### src/rtl/stim_gen_pkg.sv
// Shared types and constants for the stimulus generator and its PRBS source.
package stim_gen_pkg;

  typedef enum logic [2:0] {
    MODE_ZERO    = 3'd0,
    MODE_IMPULSE = 3'd1,
    MODE_STEP    = 3'd2,
    MODE_PRBS    = 3'd3,
    MODE_BURST   = 3'd4
  } mode_e;

  typedef enum logic [1:0] {
    S_IDLE = 2'd0,
    S_RUN  = 2'd1,
    S_DONE = 2'd2
  } state_e;

  localparam int unsigned LFSR_LEN    = 22;
  localparam int unsigned LFSR_TAP_HI = 21;
  localparam int unsigned LFSR_TAP_LO = 20;

  // Gray-coded 4-ASK: adjacent levels differ in one bit.
  function automatic int gray_level(input logic [1:0] sym, input int amp);
    int third;
    third = amp / 3;
    case (sym)
      2'b00:   return -amp;
      2'b01:   return -third;
      2'b11:   return third;
      default: return amp;
    endcase
  endfunction

endpackage

### src/rtl/prbs_lfsr22.sv
// Fibonacci LFSR for x^22+x^21+1; sym_bits previews the two LSBs after the next shift.
module prbs_lfsr22
  import stim_gen_pkg::*;
#(
  parameter logic [LFSR_LEN-1:0] SEED = '1
) (
  input  logic                clk,
  input  logic                reset,
  input  logic                load,
  input  logic                shift,
  output logic [LFSR_LEN-1:0] q,
  output logic [1:0]          sym_bits
);

  logic [LFSR_LEN-1:0] q_q;
  logic                fb;

  assign fb = q_q[LFSR_TAP_HI] ^ q_q[LFSR_TAP_LO];

  always_ff @(posedge clk or negedge reset) begin
    if (!reset) begin
      q_q <= SEED;
    end else if (load) begin
      q_q <= SEED;
    end else if (shift) begin
      q_q <= {q_q[LFSR_LEN-2:0], fb};
    end
  end

  assign q        = q_q;
  assign sym_bits = {q_q[0], fb};

endmodule

### src/rtl/stim_gen.sv
// Strobe-paced stimulus source: zero, periodic impulse, step, 4-ASK PRBS and finite burst.
module stim_gen
  import stim_gen_pkg::*;
#(
  parameter int unsigned         WIDTH       = 18,
  parameter int unsigned         AMP         = 131071,
  parameter int unsigned         PERIOD      = 1000,
  parameter int unsigned         IMPULSE_POS = 200,
  parameter int unsigned         NUM_FRAMES  = 4,
  parameter logic [LFSR_LEN-1:0] LFSR_SEED   = 22'h3FFFFF
) (
  input  logic                    clk,
  input  logic                    reset,
  input  logic                    sam_clk_en,
  input  logic                    sym_clk_en,
  input  logic [2:0]              mode,
  input  logic                    start,
  input  logic                    stop,
  output logic signed [WIDTH-1:0] x_out,
  output logic                    frame_start,
  output logic                    busy,
  output logic                    done
);

  localparam int unsigned C_W = $clog2(PERIOD);
  localparam int unsigned F_W = $clog2(NUM_FRAMES + 1);

  localparam logic [C_W-1:0]          C_LAST = C_W'(PERIOD - 1);
  localparam logic [C_W-1:0]          C_POS  = C_W'(IMPULSE_POS);
  localparam logic [F_W-1:0]          F_LAST = F_W'(NUM_FRAMES - 1);
  localparam logic [F_W-1:0]          F_MAX  = '1;
  localparam logic signed [WIDTH-1:0] AMP_W  = WIDTH'(AMP);

  state_e                    state_q, state_d;
  logic [2:0]                mode_q, mode_d;
  logic [C_W-1:0]            c_q, c_d;
  logic [F_W-1:0]            f_q, f_d;
  logic signed [WIDTH-1:0]   x_q, x_d;
  logic                      fs_q, fs_d;
  logic                      busy_q, done_q;
  logic                      lfsr_load, lfsr_shift;
  logic [LFSR_LEN-1:0]       lfsr_q;
  logic [1:0]                sym_bits;

  prbs_lfsr22 #(
    .SEED (LFSR_SEED)
  ) u_lfsr (
    .clk      (clk),
    .reset    (reset),
    .load     (lfsr_load),
    .shift    (lfsr_shift),
    .q        (lfsr_q),
    .sym_bits (sym_bits)
  );

  // Next-state and output logic; stop has priority over start everywhere.
  always_comb begin
    state_d    = state_q;
    mode_d     = mode_q;
    c_d        = c_q;
    f_d        = f_q;
    x_d        = x_q;
    fs_d       = 1'b0;
    lfsr_load  = (lfsr_q == '0);
    lfsr_shift = 1'b0;

    unique case (state_q)
      S_IDLE, S_DONE: begin
        if (stop) begin
          state_d = S_IDLE;
        end else if (start) begin
          state_d   = S_RUN;
          mode_d    = mode;
          c_d       = '0;
          f_d       = '0;
          x_d       = '0;
          lfsr_load = 1'b1;
        end
      end
      S_RUN: begin
        if (stop) begin
          state_d = S_IDLE;
          x_d     = '0;
        end else if (sam_clk_en) begin
          fs_d = (c_q == '0);
          if (c_q == C_LAST) begin
            c_d = '0;
            f_d = (f_q == F_MAX) ? f_q : f_q + F_W'(1);
          end else begin
            c_d = c_q + C_W'(1);
          end

          case (mode_q)
            MODE_IMPULSE, MODE_BURST: x_d = (c_q == C_POS) ? AMP_W : '0;
            MODE_STEP:                x_d = ((f_q == '0) && (c_q < C_POS)) ? '0 : AMP_W;
            MODE_PRBS: begin
              if (sym_clk_en) begin
                lfsr_shift = 1'b1;
                x_d        = WIDTH'(gray_level(sym_bits, int'(AMP)));
              end
            end
            default:                  x_d = '0;
          endcase

          // Last sample of the last burst frame ends the run.
          if ((mode_q == MODE_BURST) && (c_q == C_LAST) && (f_q == F_LAST)) begin
            state_d = S_DONE;
            x_d     = '0;
          end
        end
      end
      default: state_d = S_IDLE;
    endcase
  end

  always_ff @(posedge clk or negedge reset) begin
    if (!reset) begin
      state_q <= S_IDLE;
      mode_q  <= '0;
      c_q     <= '0;
      f_q     <= '0;
      x_q     <= '0;
      fs_q    <= 1'b0;
      busy_q  <= 1'b0;
      done_q  <= 1'b0;
    end else begin
      state_q <= state_d;
      mode_q  <= mode_d;
      c_q     <= c_d;
      f_q     <= f_d;
      x_q     <= x_d;
      fs_q    <= fs_d;
      busy_q  <= (state_d == S_RUN);
      done_q  <= (state_d == S_DONE);
    end
  end

  assign x_out       = x_q;
  assign frame_start = fs_q;
  assign busy        = busy_q;
  assign done        = done_q;

endmodule

### config.mk
export PLATFORM = sky130hd
export DESIGN_NAME = stim_gen
export DESIGN_NICKNAME = d
export VERILOG_FILES = /design/src/rtl/stim_gen_pkg.sv /design/src/rtl/prbs_lfsr22.sv /design/src/rtl/stim_gen.sv
export SDC_FILE = /design/constraint.sdc
export NUM_CORES = 1
export LEC_CHECK = 0
export CORE_MARGIN = 1
export CORE_UTILIZATION = 45
export CTS_CLUSTER_SIZE = 8
export DETAILED_ROUTE_END_ITERATION = 7
export PLACE_DENSITY = 0.67
export SLEW_MARGIN = 25
export SYNTH_ARGS = -nofsm -noshare
export SYNTH_HDL_FRONTEND = slang
export SYNTH_SLANG_ARGS = --single-unit
### constraint.sdc
create_clock -name clk -period 2.9 [get_ports clk]
set_input_delay 0.435 -clock clk [delete_from_list [all_inputs] [get_ports clk]]
set_output_delay 0.435 -clock clk [all_outputs]
set_load 0.02 [all_outputs]
==> results.ini, run 1 <==
[status]
run_status = finished clean

[sta]
hold_viol_final = 0
tightestPinTransition_ps = 617
worst_slack_ps = 797
fin_hold_ws_ps = 113
fmax_mhz = 475
min_period_ps = 2100
finalSetupTns_ps = 0
period_share_pct = 72.5
clock_skew_ps = 8.45
relSlewSlack_pct = 58.5
finalSetupViolCount = 0
rsz0062_at_grt = no
finalMaxSlewViolations = 0

[logic_synthesis]
async_reset_ff_share_pct = 100
synthTopCellsByArea = dfrtp_1 (25%), dfstp_2 (22%), nand2_1 (7.1%), ha_1 (5.3%), nand3_1 (4.5%)
synth_edf_count = 0
syn_inst = 271
netlist_top_cells_count = nand2_1 (49), dfrtp_1 (26), nand3_1 (23)
synth_ff_type = dfrtp_1
synth_nets = 291
ys_seq_area_share_pct = 47.6
yosys.area.top_type_share_pct = 25.2
syn_area_sq_um = 2580
ys_ff_latch = 48
yosysTopAreaCell = dfrtp_1
yosysMostFrequentCell = nand2_1
syn_area_per_cell_sq_um = 9.53
yosysWarnings = 0
ys_types = 49

[clock_network]
clockRootBuffer = clkbuf_8
cts_max_path_buffers = 2
clk_pin_slew_ps = 90
ctsHoldBuffers = 0
ctsResizeCount = 0
cts.sinks = 48
post_cts_buffers = 0
htree_levels = 2
insertion_delay_ps = 310
cts_made_buffers = 5
cts_tree = built

[global_routing]
antenna_found_initial = 0
grt_max_degree = 46
grt_pass1_vias = 1885
grt_remaining_overflow = 0
grt_first_pass_wirelength_microns = 8870
grt.total_usage_pct = 18.8

[detailed_routing]
ant_nets = 0
drt_wl_total_microns = 5080
route.vias.total = 1961
first_pass_iters = 4
wire_per_inst_microns = 13.9
viasPerCell = 5.36
drc = 0
drt_iter0_markers = 187

[cells_and_area]
diodes = 0
layout-drive-gt1-share_pct = 16.3
area_delta_synth_final_pct = 15.6
finalInstanceArea_sq_um = 2980
nFillCells = 504
nets = 313
seq_area_sq_um = 1230
multi_input_area_sq_um = 1190

[setup_path]
cp.buffers_inverters = 0
crit_path_cell_trace = ha_1 -> ha_1 -> nand3_1 -> nor4_1 -> and4b_1 -> a221o_1
critPathSlowestCell = nor4_1
end_kind = flip-flop
worstSetupPathType = flip-flop to flip-flop
cp_max_fo = 4
cpLargestDelayFamily = simple AND/OR/NAND/NOR gates
critPathArrivalTime_ps = 2300
required_ps = 3100
critPathMaxStageDelay_ps = 590
crit_path_start_kind = flip-flop
critPathMostFrequentCell = ha_1

[power]
power_density_nw_per_um2 = 499
power_switching_uw = 427
power_frac_comb_pct = 16.6
power.leakage_uw = 0.00132
swShare_pct = 28.6
p_int_uw = 1060
seqPwrFrac_pct = 52.2
power.total_uw = 1490
clkPwrFrac_pct = 31.2
ir_drop_mv = 0.206

[flow_run]
max_cap_viol_count = 0

[floorplanning]
die_h_microns = 77.8
die_w_microns = 77.8
core_sq_um = 5510
initial_core_util_pct = 46.9
io_pins = 30
die_area_sq_um = 6050
row_count = 27

[placed_design]
globalplace.congestion = 0.865
placed_cell_area_sq_um = 2870
hpwl_microns = 3630
pre_cts_slack_ps = 500
io_buffers = 29

[min_path]
hp-class = input pin to async pin

-- logic make-up (layout without fill, tap and decap cells) --
| kind of cell | count (synthesis) | in the layout | share of synthesized area [%] |
|---|---|---|---|
| XOR/XNOR | 3 | 3 | 1.02 |
| AO/OA/AOI/OAI | 41 | 41 | 11.5 |
| adder cells (fa/ha/maj) | 11 | 11 | 5.33 |
| multiplexers | 3 | 3 | 1.31 |
| buffers and inverters | 31 | 54 | 6.49 |
| flip-flops | 48 | 48 | 47.6 |
| AND/OR/NAND/NOR | 134 | 134 | 26.7 |
-- power groups by stage --
stage                     registers [uW]  logic (uW)  clock network, uW
final                                778         248                465
after global routing                 787         280                502
after CTS                            778         250                480
after detailed placement             789         248                  0
after global placement               789         246                  0
after floorplan                      782         165                  0
-- worst paths after layout --
path / start / endpoint / slack, ps / cells after the start
min in group clk: u_lfsr.q[10]$_DFFE_PN1P_ / u_lfsr.q[11]$_DFFE_PN1P_ / 490 / 2
hold reg to reg: u_lfsr.q[10]$_DFFE_PN1P_ / u_lfsr.q[11]$_DFFE_PN1P_ / 490 / 2
setup reg to reg: f_q[0]$_DFFE_PN0P_ / x_out[15]$_DFFE_PN0P_ / 800 / 6
max in group asynchronous: reset / u_lfsr.q[0]$_DFFE_PN1P_ / 2230 / 2
setup / recovery: f_q[0]$_DFFE_PN0P_ / x_out[15]$_DFFE_PN0P_ / 800 / 6
hold / removal: reset / busy$_DFF_PN0_ / 110 / 1
-- registers in the layout, summed over array words and instances, names as in the netlist --
signal and count:
busy 1, c_q 10, done 1, f_q 3, frame_start 1, mode_q 3
state_q 2, u_lfsr.q 22, x_out 5
-- worst reg2reg max path: stages, from the launching register on --
cell     delay (ps)
dfrtp_1         400
ha_1            190
ha_1            170
nand3_1          80
nor4_1          590
and4b_1         300
a221o_1         270
-- per-stage QoR --
stage | utilization (%) | instances
6_report | 54.2 | 366
5_1_grt | 54.2 | 366
4_1_cts | 54.1 | 366
3_5_place_dp | 52.2 | 358
3_3_place_gp | 52.2 | 358
2_1_floorplan | - | 271
-- area by class of cell --
| type | instances | area share, % |
|---|---|---|
| repair buffers | 34 | 10.9 |
| multi-input cells | 192 | 39.7 |
| flip-flops and latches | 48 | 41.2 |
| clock inverters | 2 | 0.503 |
| well taps | 72 | 3.02 |
| inverters | 12 | 1.51 |
| clock buffers | 6 | 3.14 |
-- metal layers --
metal  vias up  track usage, %  routed length, microns
met2        28            28.8                    2400
met1       940            25.5                    2420
met4         0            10.6                     146
met3        10            2.82                     112
met5         -               0                       0
li1        983               -                       -
-- cells in the final DEF, fill, tap and decap left out, drive strengths merged, types with 6 or more instances in the layout --
cell and n:
buf 6, clkbuf 6, clkdlybuf4s50 28, dfrtp 26, dfstp 22, ha 11, inv 14, nand2 50
nand3 24, nor2 17, nor4 7, o21ai 14
(Power assumes the default switching activity.)
==> inputs of run 2 (changes only) <==
==> constraint.sdc (replaced) <==
create_clock -name clk -period 2.1 [get_ports clk]
set_input_delay 0.315 -clock clk [delete_from_list [all_inputs] [get_ports clk]]
set_output_delay 0.315 -clock clk [all_outputs]
set_load 0.02 [all_outputs]
==> run 2 against run 1 <==
  * Sequential power increased by 38%
  * Clock-buffer cell count unchanged
  * Critical path depth increased by 1
  * Total power increased by 38%
  * Critical path type unchanged
  * Critical endpoint is now u_lfsr.q[10]$_DFFE_PN1P_
  * Largest power group unchanged
==> results.ini, run 2 (synthesized netlist as in run 1, its figures left out) <==
[cells_and_area]
final_common_cell = nand2_1  ; unchanged
final_cell_mix = nand2_1 (49), clkdlybuf4s50_1 (28), dfrtp_1 (26)  ; unchanged
diodes = 0  ; unchanged
largest_reg_flops = 22  ; unchanged
instances_no_fill = 379  ; was 366
layout-drive-gt1-share_pct = 19.5  ; was 16.3%
area_delta_synth_final_pct = 19.7  ; was 15.6%
nets = 326  ; was 313
nFillCells = 471  ; was 504
final_util_pct = 56.1  ; was 54.2%

[setup_path]
required_ps = 2320  ; was 3100 ps
critPathArrivalTime_ps = 2140  ; was 2300 ps
crit_path_start_kind = flip-flop  ; unchanged
worstSetupPathType = flip-flop to flip-flop  ; unchanged
end_kind = flip-flop  ; unchanged
cp_max_fo = 13  ; was 4

[detailed_routing]
first_pass_iters = 4  ; unchanged
drt_iter0_markers = 140  ; was 187
route.vias.total = 2007  ; was 1961
ant_nets = 0  ; unchanged
viasPerCell = 5.30  ; was 5.36
wire_per_inst_microns = 13.7  ; was 13.9 microns
drt_wl_total_microns = 5200  ; was 5080 microns
drc = 0  ; unchanged

[sta]
rsz0062_at_grt = no  ; unchanged
finalSetupViolCount = 0  ; unchanged
min_period_ps = 1920  ; was 2100 ps
clock_skew_ps = 7.52  ; was 8.45 ps
finalMaxSlewViolations = 0  ; unchanged
tightestPinTransition_ps = 641  ; was 617 ps
hold_viol_final = 0  ; unchanged
relSlewSlack_pct = 57.1  ; was 58.5%
fmax_mhz = 520  ; was 475 MHz
period_share_pct = 91.5  ; was 72.5%

[clock_network]
post_cts_buffers = 0  ; unchanged
clk_pin_slew_ps = 90  ; about the same
ctsResizeCount = 0  ; unchanged
clockRootBuffer = clkbuf_8  ; unchanged
htree_levels = 2  ; unchanged
cts_tree = built  ; unchanged
ctsHoldBuffers = 1  ; was 0
cts.sinks = 48  ; unchanged
cts_made_buffers = 5  ; unchanged
insertion_delay_ps = 300  ; was 310 ps
cts_max_path_buffers = 2  ; unchanged

[placed_design]
globalplace.congestion = 0.822  ; was 0.865
post-place-cells = 370  ; was 358
io_buffers = 29  ; unchanged
hpwl_microns = 3850  ; was 3630 microns

[status]
run_status = finished clean  ; unchanged

[global_routing]
grt_first_pass_wirelength_microns = 8920  ; was 8870 microns
grt.total_usage_pct = 18.6  ; was 18.8%
grt_max_degree = 26  ; was 46
grt_remaining_overflow = 0  ; unchanged
antenna_found_initial = 0  ; unchanged
grt_pass1_vias = 1916  ; was 1885

[power]
ir_drop_mv = 0.378  ; was 0.206 mV
power.leakage_uw = 0.00139  ; was 0.00132 uW
power_density_nw_per_um2 = 667  ; was 499 nW/um^2

[min_path]
hp-class = input pin to async pin  ; unchanged

[floorplanning]
io_pins = 30  ; unchanged
die_area_sq_um = 6050  ; unchanged
die_w_microns = 77.8  ; unchanged
initial_core_util_pct = 46.9  ; unchanged
die_h_microns = 77.8  ; unchanged
core_sq_um = 5510  ; unchanged
row_count = 27  ; unchanged

[flow_run]
max_cap_viol_count = 0  ; unchanged

[run 2: cell count changes in the layout (fill, tap and decap cells not counted), sizes merged]
cell,change
clkinv,+1
dlygate4sd3,+1
inv,-1
buf,+12
[run 2: area by class of cell]
cell class	count	area [sq um]	area share (%)
clock inverters	2	11.3	0.364
multi-input cells	192	1190	38.4
inverters	12	45.0	1.46
flip-flops and latches	48	1230	39.8
well taps	72	90.1	2.91
clock buffers	6	93.8	3.04
repair buffers	47	435	14.1
[run 2: final timing paths]
check	startpoint	to	slack, ps	depth (start not counted)
setup / recovery	u_lfsr.q[20]$_DFFE_PN1P_	u_lfsr.q[10]$_DFFE_PN1P_	180	7
hold reg to reg	u_lfsr.q[2]$_DFFE_PN1P_	u_lfsr.q[3]$_DFFE_PN1P_	490	2
max in group asynchronous	reset	u_lfsr.q[2]$_DFFE_PN1P_	1150	3
setup reg to reg	u_lfsr.q[20]$_DFFE_PN1P_	u_lfsr.q[10]$_DFFE_PN1P_	180	7
hold / removal	reset	done$_DFF_PN0_	440	2
min in group clk	u_lfsr.q[2]$_DFFE_PN1P_	u_lfsr.q[3]$_DFFE_PN1P_	490	2
[run 2: through the flow]
step / setup TNS [ps] / area, sq um / power [uW] / hold slack (ps) / worst slack [ps]
finish: 0 / 3090 / 2060 / 440 / 178
CTS: 0 / 3090 / 2090 / 432 / 164
detailed placement: -9.18 / 2980 / 1460 / 224 / -4.89
floorplan: 0 / 2580 / 1310 / 19.4 / 365
global placement: 0 / 2980 / 1450 / 227 / 62.8
global route: 0 / 3090 / 2170 / 475 / 26.7
[run 2: report_power, final]
group / switching (uW) / internal (uW)
sequential: 64.0 / 1000
combinational: 201 / 174
clock: 313 / 306
[run 2: layer usage]
metal / global-route usage (%) / vias up / wire (microns)
li1: - / 1006 / -
met1: 24.9 / 955 / 2540
met2: 30.8 / 40 / 2430
met3: 3.18 / 6 / 166
met4: 5.66 / 0 / 63
met5: 0 / - / 0
[run 2: worst max-delay path, cell delays in order (launching register included)]
cell and delay [ps]:
dfstp_2 530, inv_1 60, ha_1 210, nand3_1 90
nor4_1 60, nor2_1 490, buf_4 310, nand3_1 100
==> inputs of run 3 (changes only) <==
--- a/config.mk
+++ b/config.mk
@@ -9,6 +9,7 @@
 export CORE_UTILIZATION = 45
 export CTS_CLUSTER_SIZE = 8
 export DETAILED_ROUTE_END_ITERATION = 7
+export GPL_TIMING_DRIVEN = 0
 export PLACE_DENSITY = 0.67
 export SLEW_MARGIN = 25
 export SYNTH_ARGS = -nofsm -noshare
==> constraint.sdc (replaced) <==
create_clock -name clk -period 2 [get_ports clk]
set_input_delay 0.3 -clock clk [delete_from_list [all_inputs] [get_ports clk]]
set_output_delay 0.3 -clock clk [all_outputs]
set_load 0.02 [all_outputs]
==> run 3 against run 2 <==
  * Highest routed layer unchanged
  * Largest cell class unchanged
  * Setup slack got worse by 62 ps
  * Die area stayed put
  * Global-route usage rose by 0.52 points
  * Register-to-register slack worse by 60 ps
  * Critical path depth is the same
  * Clock-buffer cell count increased by 1
  * Fmax up 2.0%
  * Clock power rose by 11%
  * Wire length is 0.65% higher
==> results.ini, run 3 (synthesized netlist as in run 1, its figures left out) <==
[status]
run_status = finished clean  ; unchanged

[setup_path]
critPathMaxStageDelay_ps = 380  ; was 530 ps
critPathArrivalTime_ps = 2120  ; was 2140 ps
cp_max_fo = 4  ; was 13
cpLargestDelayFamily = simple AND/OR/NAND/NOR gates  ; unchanged
worstSetupPathDepth = 7  ; unchanged
r2r_cells = 7  ; unchanged
crit_path_start_kind = flip-flop  ; unchanged
required_ps = 2230  ; was 2320 ps
end_kind = flip-flop  ; unchanged
r2r_setup_slack_ps = 120  ; was 180 ps
cp.buffers_inverters = 1  ; was 2
crit_path_cell_trace = ha_2 -> nand4_1 -> buf_4 -> o31ai_4 -> nand2_2 -> or3_1 -> o21ai_1  ; was inv_1 -> ha_1 -> nand3_1 -> nor4_1 -> nor2_1 -> buf_4 -> nand3_1
worstSetupPathType = flip-flop to flip-flop  ; unchanged
critPathSlowestCell = dfrtp_1  ; was dfstp_2

[global_routing]
grtUsageMet2_pct = 32.0  ; was 30.8%
grt_remaining_overflow = 0  ; unchanged
grt_max_degree = 49  ; was 26
grtUsageMet1_pct = 25.5  ; was 24.9%
top_usage_layer = met2  ; unchanged
antenna_found_initial = 0  ; unchanged
grt.total_usage_pct = 19.2  ; was 18.6%
grt_use_met3_pct = 3.88  ; was 3.18%
grt_pass1_vias = 1958  ; was 1916
grt_first_pass_wirelength_microns = 9120  ; was 8920 microns

[cells_and_area]
layout-drive-gt1-share_pct = 22.6  ; was 19.5%
finalInstanceArea_sq_um = 3190  ; was 3090 sq um
largest_reg_flops = 22  ; unchanged
final_cell_mix = nand2_1 (49), clkdlybuf4s50_1 (27), dfrtp_1 (26)  ; was nand2_1 (49), clkdlybuf4s50_1 (28), dfrtp_1 (26)
final_common_cell = nand2_1  ; unchanged
diodes = 0  ; unchanged
nets = 337  ; was 326
area_delta_synth_final_pct = 23.4  ; was 19.7%

[sta]
finalSetupViolCount = 0  ; unchanged
tightestPinTransition_ps = 591  ; was 641 ps
rsz0062_at_grt = no  ; unchanged
clock_skew_ps = 9.39  ; was 7.52 ps
relSlewSlack_pct = 60.6  ; was 57.1%
finalMaxSlewViolations = 0  ; unchanged
period_share_pct = 94.2  ; was 91.5%
hold_viol_final = 0  ; unchanged
min_period_ps = 1880  ; was 1920 ps
fmax_mhz = 531  ; was 520 MHz

[floorplanning]
initial_core_util_pct = 46.9  ; unchanged
row_count = 27  ; unchanged
die_w_microns = 77.8  ; unchanged
core_sq_um = 5510  ; unchanged
die_h_microns = 77.8  ; unchanged
io_pins = 30  ; unchanged
die_area_sq_um = 6050  ; unchanged

[power]
power_density_nw_per_um2 = 694  ; was 667 nW/um^2
power.total_uw = 2210  ; was 2060 uW
ir_drop_mv = 0.341  ; was 0.378 mV
power.leakage_uw = 0.00144  ; was 0.00139 uW

[clock_network]
cts_tree = built  ; unchanged
clockRootBuffer = clkbuf_8  ; unchanged
cts.sinks = 48  ; unchanged
htree_levels = 2  ; unchanged
cts_made_buffers = 5  ; unchanged
ctsHoldBuffers = 0  ; was 1
insertion_delay_ps = 300  ; about the same
cts_max_path_buffers = 2  ; unchanged
clk_pin_slew_ps = 90  ; about the same

[placed_design]
hpwl_microns = 3740  ; was 3850 microns
io_buffers = 29  ; unchanged
placed_cell_area_sq_um = 2960  ; was 2980 sq um
globalplace.congestion = 0.792  ; was 0.822

[detailed_routing]
first_pass_iters = 4  ; unchanged
viasPerCell = 5.24  ; was 5.30
route.vias.total = 2045  ; was 2007
ant_nets = 0  ; unchanged
wire_per_inst_microns = 13.4  ; was 13.7 microns
drt_iter0_markers = 123  ; was 140
drc = 0  ; unchanged
drt_wl_total_microns = 5230  ; was 5200 microns

[flow_run]
max_cap_viol_count = 0  ; unchanged

[min_path]
hp-class = input pin to async pin  ; unchanged

-- run 3: path summary, 6_finish.rpt --
kind | start | end
min in group clk | stop | state_q[1]$_DFF_PN0_
hold / removal | reset | c_q[2]$_DFFE_PN0P_
setup / recovery | c_q[0]$_DFFE_PN0P_ | f_q[0]$_DFFE_PN0P_
setup reg to reg | c_q[0]$_DFFE_PN0P_ | f_q[0]$_DFFE_PN0P_
hold reg to reg | u_lfsr.q[6]$_DFFE_PN1P_ | u_lfsr.q[7]$_DFFE_PN1P_
max in group asynchronous | reset | mode_q[0]$_DFFE_PN0P_
-- run 3: power breakdown --
part / leakage (uW) / internal, uW / switching (uW) / total, uW
Combinational: 0.000801 / 197 / 207 / 405
Clock: 0.0000596 / 359 / 325 / 684
Sequential: 0.000583 / 1050 / 68.9 / 1120
Total: 0.00144 / 1610 / 601 / 2210
-- run 3: per-layer routing --
| layer | share of wire (%) | wire, microns |
|---|---|---|
| met2 | 50 | 2610 |
| met1 | 47 | 2440 |
| met3 | 2.9 | 151 |
| met4 | 0.46 | 24 |
| met5 | 0 | 0 |
-- run 3: timing repair --
| action | in CTS | in global routing |
|---|---|---|
| resized for setup | 1 | 6 |
| pin swaps | 1 | 5 |
| setup buffers | 2 | 8 |
| setup endpoints to repair | 6 | 30 |
| gates cloned | 0 | 0 |
-- run 3: area by class of cell --
cell class              count  area, sq um
inverters                  12         45.0
clock buffers               7          108
flip-flops and latches     48         1230
fillers                   478         2320
plain buffers              19          123
repair buffers             39          365
well taps                  72         90.1
clock inverters             1         8.76
multi-input cells         192         1220
-- run 3: per-stage QoR --
step	hold WS [ps]	std cells	util, %	setup slack [ps]	TNS (ps)
floorplan	4.41	271	-	265	0
global placement	479	372	53.8	-720	-32180
detailed placement	352	372	53.8	-361	-8970
CTS	20.7	382	56.3	34.7	0
global route	42.4	390	57.9	4.39	0
finish	9.85	390	57.9	116	0
